`src/rtl/lisa_qqspi_engine_if.sv`:
```
// rtl/lisa_qqspi_engine_if.sv - request/response bus between the QSPI arbiter and the QSPI engine
interface lisa_qqspi_engine_if #(
    parameter int CHIP_SELECTS = 2
);
    logic [23:0]             addr;
    logic [15:0]             wdata;
    logic [1:0]              wstrb;
    logic                    valid;
    logic [3:0]              xfer_len;
    logic [CHIP_SELECTS-1:0] ce_ctrl;
    logic                    custom_spi_cmd;
    logic [7:0]              cmd_quad_write;
    logic [15:0]             rdata;
    logic                    ready;
    logic                    xfer_done;

    modport master (
        output addr, wdata, wstrb, valid, xfer_len, ce_ctrl, custom_spi_cmd, cmd_quad_write,
        input  rdata, ready, xfer_done
    );

    modport slave (
        input  addr, wdata, wstrb, valid, xfer_len, ce_ctrl, custom_spi_cmd, cmd_quad_write,
        output rdata, ready, xfer_done
    );
endinterface

```
`src/rtl/lisa_qqspi_engine.sv`:
```
// rtl/lisa_qqspi_engine.sv - QSPI burst engine (SCK = clk/2); LISA_QQSPI_SIO_SYNC_EN adds an sio_in register stage
module lisa_qqspi_engine #(
    parameter int         CHIP_SELECTS   = 2,
    parameter int         DUMMY_CYCLES   = 6,
    parameter logic [7:0] CMD_QUAD_READ  = 8'hEB,
    parameter logic [7:0] CMD_QUAD_WRITE = 8'h38
) (
    input  logic                    clk,
    input  logic                    rst,
    lisa_qqspi_engine_if.slave      bus,
    output logic                    sck,
    output logic [CHIP_SELECTS-1:0] ce_n,
    output logic [3:0]              sio_out,
    output logic [3:0]              sio_oe,
    input  logic [3:0]              sio_in
);
    typedef enum logic [2:0] {IDLE, CMD, ADDR, DUMMY, DATA, DONE} state_t;

    state_t                  state;
    logic                    hi;
    logic [7:0]              rem;
    logic [4:0]              words_left;
    logic                    is_rd;
    logic [1:0]              strb_lat;
    logic [CHIP_SELECTS-1:0] ce_lat;
    logic [7:0]              cmd_sr;
    logic [23:0]             addr_sr;
    logic [15:0]             data_sr;
    logic [11:0]             rx_sr;
    logic                    wr_pend;

    // Wire order of a word: low byte first, high nibble first; a high-byte-only write sends just wdata[15:8].
    function automatic logic [15:0] wire_order(input logic [15:0] w, input logic [1:0] s);
        return (s == 2'b10) ? {w[15:8], 8'h00} : {w[7:0], w[15:8]};
    endfunction

    logic [7:0]  nib_last;
    logic [15:0] tx_word;
    assign nib_last = (strb_lat == 2'b01 || strb_lat == 2'b10) ? 8'd1 : 8'd3;
    // The first word was captured at accept; later words are taken live from the bus.
    assign tx_word  = (state == DATA) ? wire_order(bus.wdata, strb_lat) : data_sr;

    logic       samp, samp_last;
    logic       rx_en, rx_last;
    logic [3:0] rx_nib;
    assign samp      = (state == DATA) && hi && is_rd;
    assign samp_last = samp && (rem == 8'd0);

`ifdef LISA_QQSPI_SIO_SYNC_EN
    logic [3:0] sio_q;
    logic       samp_q, samp_last_q;
    always_ff @(posedge clk or posedge rst) begin
        if (rst) begin
            sio_q       <= 4'h0;
            samp_q      <= 1'b0;
            samp_last_q <= 1'b0;
        end else begin
            sio_q       <= sio_in;
            samp_q      <= samp;
            samp_last_q <= samp_last;
        end
    end
    assign rx_en   = samp_q;
    assign rx_last = samp_last_q;
    assign rx_nib  = sio_q;
`else
    assign rx_en   = samp;
    assign rx_last = samp_last;
    assign rx_nib  = sio_in;
`endif

    always_ff @(posedge clk or posedge rst) begin
        if (rst) begin
            state      <= IDLE;
            hi         <= 1'b0;
            rem        <= 8'd0;
            words_left <= 5'd0;
            is_rd      <= 1'b0;
            strb_lat   <= 2'b00;
            ce_lat     <= '0;
            cmd_sr     <= 8'h00;
            addr_sr    <= 24'h0;
            data_sr    <= 16'h0;
            rx_sr      <= 12'h0;
            wr_pend    <= 1'b0;
            sck        <= 1'b0;
            ce_n       <= '1;
            sio_out    <= 4'h0;
            sio_oe     <= 4'h0;
            bus.rdata     <= 16'h0;
            bus.ready     <= 1'b0;
            bus.xfer_done <= 1'b0;
        end else begin
            bus.ready     <= wr_pend;
            bus.xfer_done <= 1'b0;
            wr_pend       <= 1'b0;

            if (rx_en) begin
                rx_sr <= {rx_sr[7:0], rx_nib};
                if (rx_last) begin
                    bus.rdata <= {rx_sr[3:0], rx_nib, rx_sr[11:8], rx_sr[7:4]};
                    bus.ready <= 1'b1;
                end
            end

            case (state)
                IDLE: begin
                    if (bus.valid) begin
                        // hi=1 makes the next edge behave like the end of an SCK period, so CE drops one clk after accept.
                        state      <= CMD;
                        hi         <= 1'b1;
                        rem        <= 8'd8;
                        is_rd      <= (bus.wstrb == 2'b00);
                        strb_lat   <= bus.wstrb;
                        ce_lat     <= bus.ce_ctrl;
                        cmd_sr     <= (bus.wstrb == 2'b00) ? CMD_QUAD_READ :
                                      (bus.custom_spi_cmd ? bus.cmd_quad_write : CMD_QUAD_WRITE);
                        addr_sr    <= (bus.wstrb == 2'b10) ? bus.addr + 24'd1 : bus.addr;
                        data_sr    <= wire_order(bus.wdata, bus.wstrb);
                        words_left <= (bus.xfer_len == 4'd0) ? 5'd16 : {1'b0, bus.xfer_len};
                        wr_pend    <= (bus.wstrb != 2'b00);
                    end
                end
                DONE: begin
                    bus.xfer_done <= 1'b1;
                    state         <= IDLE;
                end
                default: begin
                    if (!hi) begin
                        sck <= 1'b1;
                        hi  <= 1'b1;
                    end else begin
                        sck <= 1'b0;
                        hi  <= 1'b0;
                        if (rem != 8'd0) begin
                            rem <= rem - 8'd1;
                            case (state)
                                CMD: begin
                                    ce_n    <= ~ce_lat;
                                    sio_oe  <= 4'b0001;
                                    sio_out <= {3'b000, cmd_sr[7]};
                                    cmd_sr  <= cmd_sr << 1;
                                end
                                ADDR: begin
                                    sio_out <= addr_sr[23:20];
                                    addr_sr <= addr_sr << 4;
                                end
                                DATA: begin
                                    sio_out <= is_rd ? 4'h0 : data_sr[15:12];
                                    data_sr <= data_sr << 4;
                                end
                                default: ;
                            endcase
                        end else begin
                            case (state)
                                CMD: begin
                                    state   <= ADDR;
                                    rem     <= 8'd5;
                                    sio_oe  <= 4'hF;
                                    sio_out <= addr_sr[23:20];
                                    addr_sr <= addr_sr << 4;
                                end
                                ADDR, DUMMY: begin
                                    if (state == ADDR && is_rd) begin
                                        state   <= DUMMY;
                                        rem     <= 8'(DUMMY_CYCLES - 1);
                                        sio_oe  <= 4'h0;
                                        sio_out <= 4'h0;
                                    end else begin
                                        state   <= DATA;
                                        rem     <= nib_last;
                                        sio_oe  <= is_rd ? 4'h0 : 4'hF;
                                        sio_out <= is_rd ? 4'h0 : tx_word[15:12];
                                        data_sr <= tx_word << 4;
                                    end
                                end
                                default: begin
                                    if (words_left == 5'd1) begin
                                        state   <= DONE;
                                        ce_n    <= '1;
                                        sio_oe  <= 4'h0;
                                        sio_out <= 4'h0;
                                    end else begin
                                        words_left <= words_left - 5'd1;
                                        rem        <= nib_last;
                                        sio_out    <= is_rd ? 4'h0 : tx_word[15:12];
                                        data_sr    <= tx_word << 4;
                                        wr_pend    <= ~is_rd;
                                    end
                                end
                            endcase
                        end
                    end
                end
            endcase
        end
    end
endmodule

```
`src/flat_wrapper.sv`:
```
// flat-port wrapper written by rule: the top's interface ports become plain ports
module lisa_qqspi_engine_flat 
#(
    parameter int         CHIP_SELECTS   = 2,
    parameter int         DUMMY_CYCLES   = 6,
    parameter logic [7:0] CMD_QUAD_READ  = 8'hEB,
    parameter logic [7:0] CMD_QUAD_WRITE = 8'h38
)
  (clk, rst, sck, ce_n, sio_out, sio_oe, sio_in, bus_addr, bus_wdata, bus_wstrb, bus_valid, bus_xfer_len, bus_ce_ctrl, bus_custom_spi_cmd, bus_cmd_quad_write, bus_rdata, bus_ready, bus_xfer_done);
  lisa_qqspi_engine_if #(.CHIP_SELECTS(CHIP_SELECTS)) bus_i ();
  input  logic clk;
  input  logic rst;
  output logic sck;
  output logic [CHIP_SELECTS-1:0] ce_n;
  output logic [3:0] sio_out;
  output logic [3:0] sio_oe;
  input  logic [3:0] sio_in;
  input wire logic [$bits(bus_i.addr)-1:0] bus_addr;
  input wire logic [$bits(bus_i.wdata)-1:0] bus_wdata;
  input wire logic [$bits(bus_i.wstrb)-1:0] bus_wstrb;
  input wire logic [$bits(bus_i.valid)-1:0] bus_valid;
  input wire logic [$bits(bus_i.xfer_len)-1:0] bus_xfer_len;
  input wire logic [$bits(bus_i.ce_ctrl)-1:0] bus_ce_ctrl;
  input wire logic [$bits(bus_i.custom_spi_cmd)-1:0] bus_custom_spi_cmd;
  input wire logic [$bits(bus_i.cmd_quad_write)-1:0] bus_cmd_quad_write;
  output wire logic [$bits(bus_i.rdata)-1:0] bus_rdata;
  output wire logic [$bits(bus_i.ready)-1:0] bus_ready;
  output wire logic [$bits(bus_i.xfer_done)-1:0] bus_xfer_done;
  assign bus_i.addr = bus_addr;
  assign bus_i.wdata = bus_wdata;
  assign bus_i.wstrb = bus_wstrb;
  assign bus_i.valid = bus_valid;
  assign bus_i.xfer_len = bus_xfer_len;
  assign bus_i.ce_ctrl = bus_ce_ctrl;
  assign bus_i.custom_spi_cmd = bus_custom_spi_cmd;
  assign bus_i.cmd_quad_write = bus_cmd_quad_write;
  assign bus_rdata = bus_i.rdata;
  assign bus_ready = bus_i.ready;
  assign bus_xfer_done = bus_i.xfer_done;
  lisa_qqspi_engine #(.CHIP_SELECTS(CHIP_SELECTS), .DUMMY_CYCLES(DUMMY_CYCLES), .CMD_QUAD_READ(CMD_QUAD_READ), .CMD_QUAD_WRITE(CMD_QUAD_WRITE)) u_core (.clk(clk), .rst(rst), .bus(bus_i), .sck(sck), .ce_n(ce_n), .sio_out(sio_out), .sio_oe(sio_oe), .sio_in(sio_in));
endmodule
```
`config.mk`:
```
export PLATFORM = sky130hd
export DESIGN_NAME = lisa_qqspi_engine_flat
export DESIGN_NICKNAME = d
export VERILOG_FILES = /design/src/rtl/lisa_qqspi_engine_if.sv /design/src/rtl/lisa_qqspi_engine.sv /design/src/flat_wrapper.sv
export SDC_FILE = /design/constraint.sdc
export NUM_CORES = 1
export LEC_CHECK = 0
export BUFFER_PORTS_ARGS = -buffer_cell sky130_fd_sc_hd__buf_2
export CELL_PAD_IN_SITES_DETAIL_PLACEMENT = 0
export CELL_PAD_IN_SITES_GLOBAL_PLACEMENT = 2
export CORE_ASPECT_RATIO = 0.5
export CORE_MARGIN = 10
export CORE_UTILIZATION = 39
export CTS_CLUSTER_SIZE = 12
export DETAILED_ROUTE_END_ITERATION = 10
export PLACE_DENSITY = 0.95
export SYNTH_ARGS = -nofsm -noshare
export SYNTH_HDL_FRONTEND = slang
export SYNTH_SLANG_ARGS = --single-unit
```
`constraint.sdc`:
```
create_clock -name clk -period 9.23 [get_ports clk]
set_input_delay 0.923 -clock clk [delete_from_list [all_inputs] [get_ports clk]]
set_output_delay 0.923 -clock clk [all_outputs]
set_load 0.005 [all_outputs]
```
### Yosys cells after proc, flatten, opt, wreduce, memory -nomap -nowiden

Cells that the tools add are included.

* flip-flop bits (word level): 112
* bits in latches: 0
* bits in writable memories: 0
* ROM bits: 0
* input port bits: 64
* output and inout port bits: 29
* word-level logic and storage cells: 159
* memories kept: 0

* add/subtract/negate cells: 3
* multiply operators: 0
* div/mod/pow operators: 0
* magnitude comparators: 0
* eq/ne operators: 23
* shift-type cells: 0
* mux-type cells: 76
* bitwise operators: 4
* reductions and logical operators: 34

Operators by type and width (number)
* $mux W16: 9
* $mux W24: 6
* $mux W8: 11
* $pmux W16 S2: 2
* $pmux W24 S2: 1
* $pmux W8 S2: 3
* $mux W4: 10
* $mux W5: 6
* $add A24 B1 Y24 const B: 1
* $pmux W4 S2: 2
* $mux W3: 5
* $reduce_and A5 Y1: 3
* $ne A4 B3 Y1 const B: 3
* $pmux W3 S2: 2
* $pmux W4 S3: 1
* $reduce_and A4 Y1: 3
* $mux W1: 10
* $mux W2: 5
* $pmux W5 S2: 1
* $reduce_bool A2 Y1: 5
* $reduce_bool A3 Y1: 3
* $logic_not A8 Y1: 1
* $ne A2 B2 Y1 const B: 4
* $reduce_bool A8 Y1: 1
* other kinds (27): 42

### Logic depth before layout (Yosys ltp)

* word-level depth: 8
* mapped depth: 10
* mapped depth without buffers: 7

### Least setup slack after synthesis

Ideal clock, no wire load.

* path type: input port to flip-flop
* from: input port bus_valid
* to: register u_core.addr_sr[10]
* arrival time: 2547 ps
* path slack: 6558 ps
* stages: 8
* cell sequence: or4b_1 -> buf_6 -> o21a_4 -> a21o_1 -> or2_1 -> buf_6 -> buf_12 -> mux2_4

* longest elaborated chain between the ends: 2

Ends and longest elaborated chain
* start: declaration: line flat_wrapper.sv:21 `input wire logic [$bits(bus_i.valid)-1:0] bus_valid;`
* $ne A2 B2 Y1 (no source line)
* $reduce_and A5 Y1 (no source line)
* end signal: assignment: line lisa_qqspi_engine.sv:118 `addr_sr <= (bus.wstrb == 2'b10) ? bus.addr + 24'd1 : bus.addr;`
* end signal: assignment: line lisa_qqspi_engine.sv:146 `addr_sr <= addr_sr << 4;`
* end signal: assignment: line lisa_qqspi_engine.sv:161 `addr_sr <= addr_sr << 4;`
* end: declaration: line lisa_qqspi_engine.sv:27 `logic [23:0] addr_sr;`

Every way passes these cells.
A chain may end at the register's enable or synchronous reset.

### Final worst setup path

* from: register u_core.state[1]
* to: register u_core.addr_sr[18]

* longest elaborated chain between the ends: 3

Ends and longest elaborated chain
* start: declaration: line lisa_qqspi_engine.sv:19 `state_t state;`
* start signal: assignment: line lisa_qqspi_engine.sv:74 `state <= IDLE;`
* start signal: assignment: line lisa_qqspi_engine.sv:110 `state <= CMD;`
* start signal: assignment: line lisa_qqspi_engine.sv:126 `state <= IDLE;`
* $eq A3 B2 Y1, or another cell as far along: line lisa_qqspi_engine.sv:137 `case (state)`
* $ne A3 B3 Y1 (no source line), or another cell as far along
* $reduce_and A5 Y1 (no source line)

Several ways; a longest one is shown, not always the timed one.

==> results.tsv <==
metric	value	unit
wirelength	16300	um
async_reset_ff_share	100	%
synthFlopType	dfrtp_1	
fp.coreArea	0.0156	sq mm
io_pins	93	
finalSetupViolCount	0	
synth_cell_type_count	65	
grt_use_met3	2.99	%
syn-instance-count	644	
max_stage_delay	0.86	ns
fmax	0.294	GHz
first_pass_iters	5	
ant_nets	0	
rsz0062_at_grt	no	
arrival	3.64	ns
synthesis.area	0.00628	sq mm
clkTransAtPathRegs	0.08	ns
cp-end-kind	register	
grtUsageTotal	14.8	%
grt_pass1_wl	26200	um
die_h	110	um
nFillCells	1545	
tightest_slew	1.13	ns
peakVddDrop	0.000139	V
hold_path.class	reg -> reg	
numCtsBuffers	9	
crit_slowest_cell	dfrtp_1	
layout_min_cycle_time	3.40	ns
hold_start	u_core.wr_pend$_DFF_PP0_	
final_cell_area	0.00712	sq mm
crit_path_start	u_core.state[1]$_DFFE_PP0P_	
start_kind	register	
skew	0.0130	ns
die_w	199	um
outcome	finished clean	
met1_usage	20.5	%
n_antenna_cell	0	
required	9.47	ns
syn_avg_cell_area	9.76	sq um
crit_chain	or4b_1, o21a_4, a21o_1, or2_1, mux2_2	
grt-busiest-layer	met2	
final_hold_viol_count	0	
fin_nets	777	
grt_max_degree	68	
cts-htree-levels	3	
power_density	302	mW/mm^2
routedWlPerCell	17.7	um
start_util	40.3	%
synth_edf_count	0	
gp_congestion	0.860	
clock_latency	0.36	ns
leakagePower	3.14	nW
ctsResizeCount	0	
synth_seq_cells	110	
r2r-start	u_core.state[1]$_DFFE_PP0P_	
clockBufferDepth	2	
fp-row-count	32	
drive_gt1_share	25.9	%
port_buffers	92	
drc	0	
post_cts_buffers	0	
period_share	36.9	%
vias	5122	
fin_setup_tns	0	ns
cts_sinks	110	
grt_pass1_vias	4920	
drt_iter0_drc	372	
maxSlewHeadroom	24.4	%
antenna_found_initial	0	
place_area	0.00682	sq mm
holdBufCountCts	0	
syn_nets	713	
die-area	0.0219	sq mm
maxSlewViolCount	0	
clock-root-buffer	clkbuf_16	
grt_util_met2	23.0	%
maxCapViolations	0	
ys_seq_area_share	43.9	%
cts_tree	yes	
area_growth	13.3	%
overflow	0	
drt-vias-per-instance	5.59	
crit_type	reg -> reg	
dp_hpwl	11800	um
worst-path-max-fanout	25	
yosysWarnings	0	
per-stage QoR:
stage	instances	hold slack [ns]	setup WS, ns	power, mW	util, %
floorplan	644	0.402	5.41	1.53	-
global placement	901	0.419	5.76	1.74	43.8
detailed placement	901	0.435	5.67	1.75	43.8
CTS	917	0.455	5.87	2.16	45.7
global route	917	0.492	5.58	2.32	45.7
finish	917	0.458	5.83	2.15	45.7
power breakdown:
group          switching [mW]  internal [mW]
registers               0.153          0.656
clock network           0.186          0.213
logic                   0.527          0.415
total                   0.866           1.28
kinds of logic (layout without fill, tap and decap cells):
group                    Yosys count  after routing  share of synthesized area (%)
adder cells (fa/ha/maj)            5              5                          0.996
buffers and inverters             63            132                           4.76
multiplexers                      80             80                           14.5
flip-flops                       110            110                           43.9
XOR/XNOR                          19             19                           2.65
AO/OA/AOI/OAI                    157            157                           16.4
AND/OR/NAND/NOR                  210            210                           16.8
placed cells by master, fill, tap and decap left out, types with 8 or more instances in the layout:
master and count:
a21oi_1 33, dfrtp_1 108, o21ai_0 45, nand2_1 56, nor4_1 9, buf_2 92, mux2i_1 22, o31ai_1 10
clkbuf_16 9, nand3_1 21, nor2_1 52, mux2_4 10, inv_1 17, o22ai_1 8, nor3_1 16, xnor2_1 14
nand4_1 8, o221ai_1 9, mux2_2 48
cell type report:
type / instances / area (sq um) / area share (%)
clock buffers: 10 / 229 / 3.22
clock inverters: 6 / 71.3 / 1.00
inverters: 18 / 70.1 / 0.984
multi-input cells: 471 / 3230 / 45.4
flip-flops and latches: 110 / 2760 / 38.7
well taps: 204 / 255 / 3.59
repair buffers: 98 / 505 / 7.10
per-layer routing:
metal | part of all wire, % | routed length, um
met1 | 48 | 7740
met2 | 46 | 7450
met3 | 5.1 | 822
met4 | 1.6 | 257
met5 | 0 | 0
synth_stat cells (6+ instances only):
library cell / n / area share [%]
a21oi_1: 33 / 2.6
a31oi_1: 7 / 0.70
clkbuf_1: 30 / 1.8
dfrtp_1: 108 / 43
inv_1: 18 / 1.1
mux2_2: 48 / 8.6
mux2_4: 10 / 2.4
mux2i_1: 22 / 3.5
nand2_1: 56 / 3.3
nand2b_1: 6 / 0.60
nand3_1: 21 / 1.7
nand4_1: 8 / 0.80
nor2_1: 52 / 3.1
nor2b_1: 7 / 0.70
nor3_1: 17 / 1.4
nor4_1: 9 / 0.90
o21ai_0: 45 / 3.6
o221ai_1: 9 / 1.3
o22ai_1: 8 / 0.80
o31ai_1: 10 / 1.2
or3_1: 7 / 0.70
xnor2_1: 14 / 2.0
critical path, delay by kind of cell (launching register included):
family / cells / cell delay, ns
muxes: 1 / 0.42
and+or+nand+nor: 2 / 1.48
AOI/OAI and AO/OA: 2 / 0.52
DFF: 1 / 0.86
state kept, by name, indices dropped and copies added (netlist names), 2 cells and up:
name / count
u_core.addr_sr: 24
u_core.bus.rdata: 16
u_core.ce_lat: 2
u_core.ce_n: 2
u_core.cmd_sr: 8
u_core.data_sr: 16
u_core.rem: 8
u_core.rx_sr: 12
u_core.sio_oe: 2
u_core.sio_out: 4
u_core.state: 3
u_core.strb_lat: 2
u_core.words_left: 5
final timing paths:
check	cells after the start	end	slack, ns
hold / removal	1	u_core.bus.ready$_DFF_PP0_	0.46
setup / recovery	5	u_core.addr_sr[18]$_DFFE_PP0P_	5.83
setup reg to reg	5	u_core.addr_sr[18]$_DFFE_PP0P_	5.83
hold reg to reg	1	u_core.bus.ready$_DFF_PP0_	0.46
min in group asynchronous	2	u_core.bus.rdata[3]$_DFFE_PP0P_	0.62
max in group asynchronous	3	u_core.data_sr[7]$_DFFE_PP0P_	7.33
No activity file was read; power rests on OpenSTA's default activity.
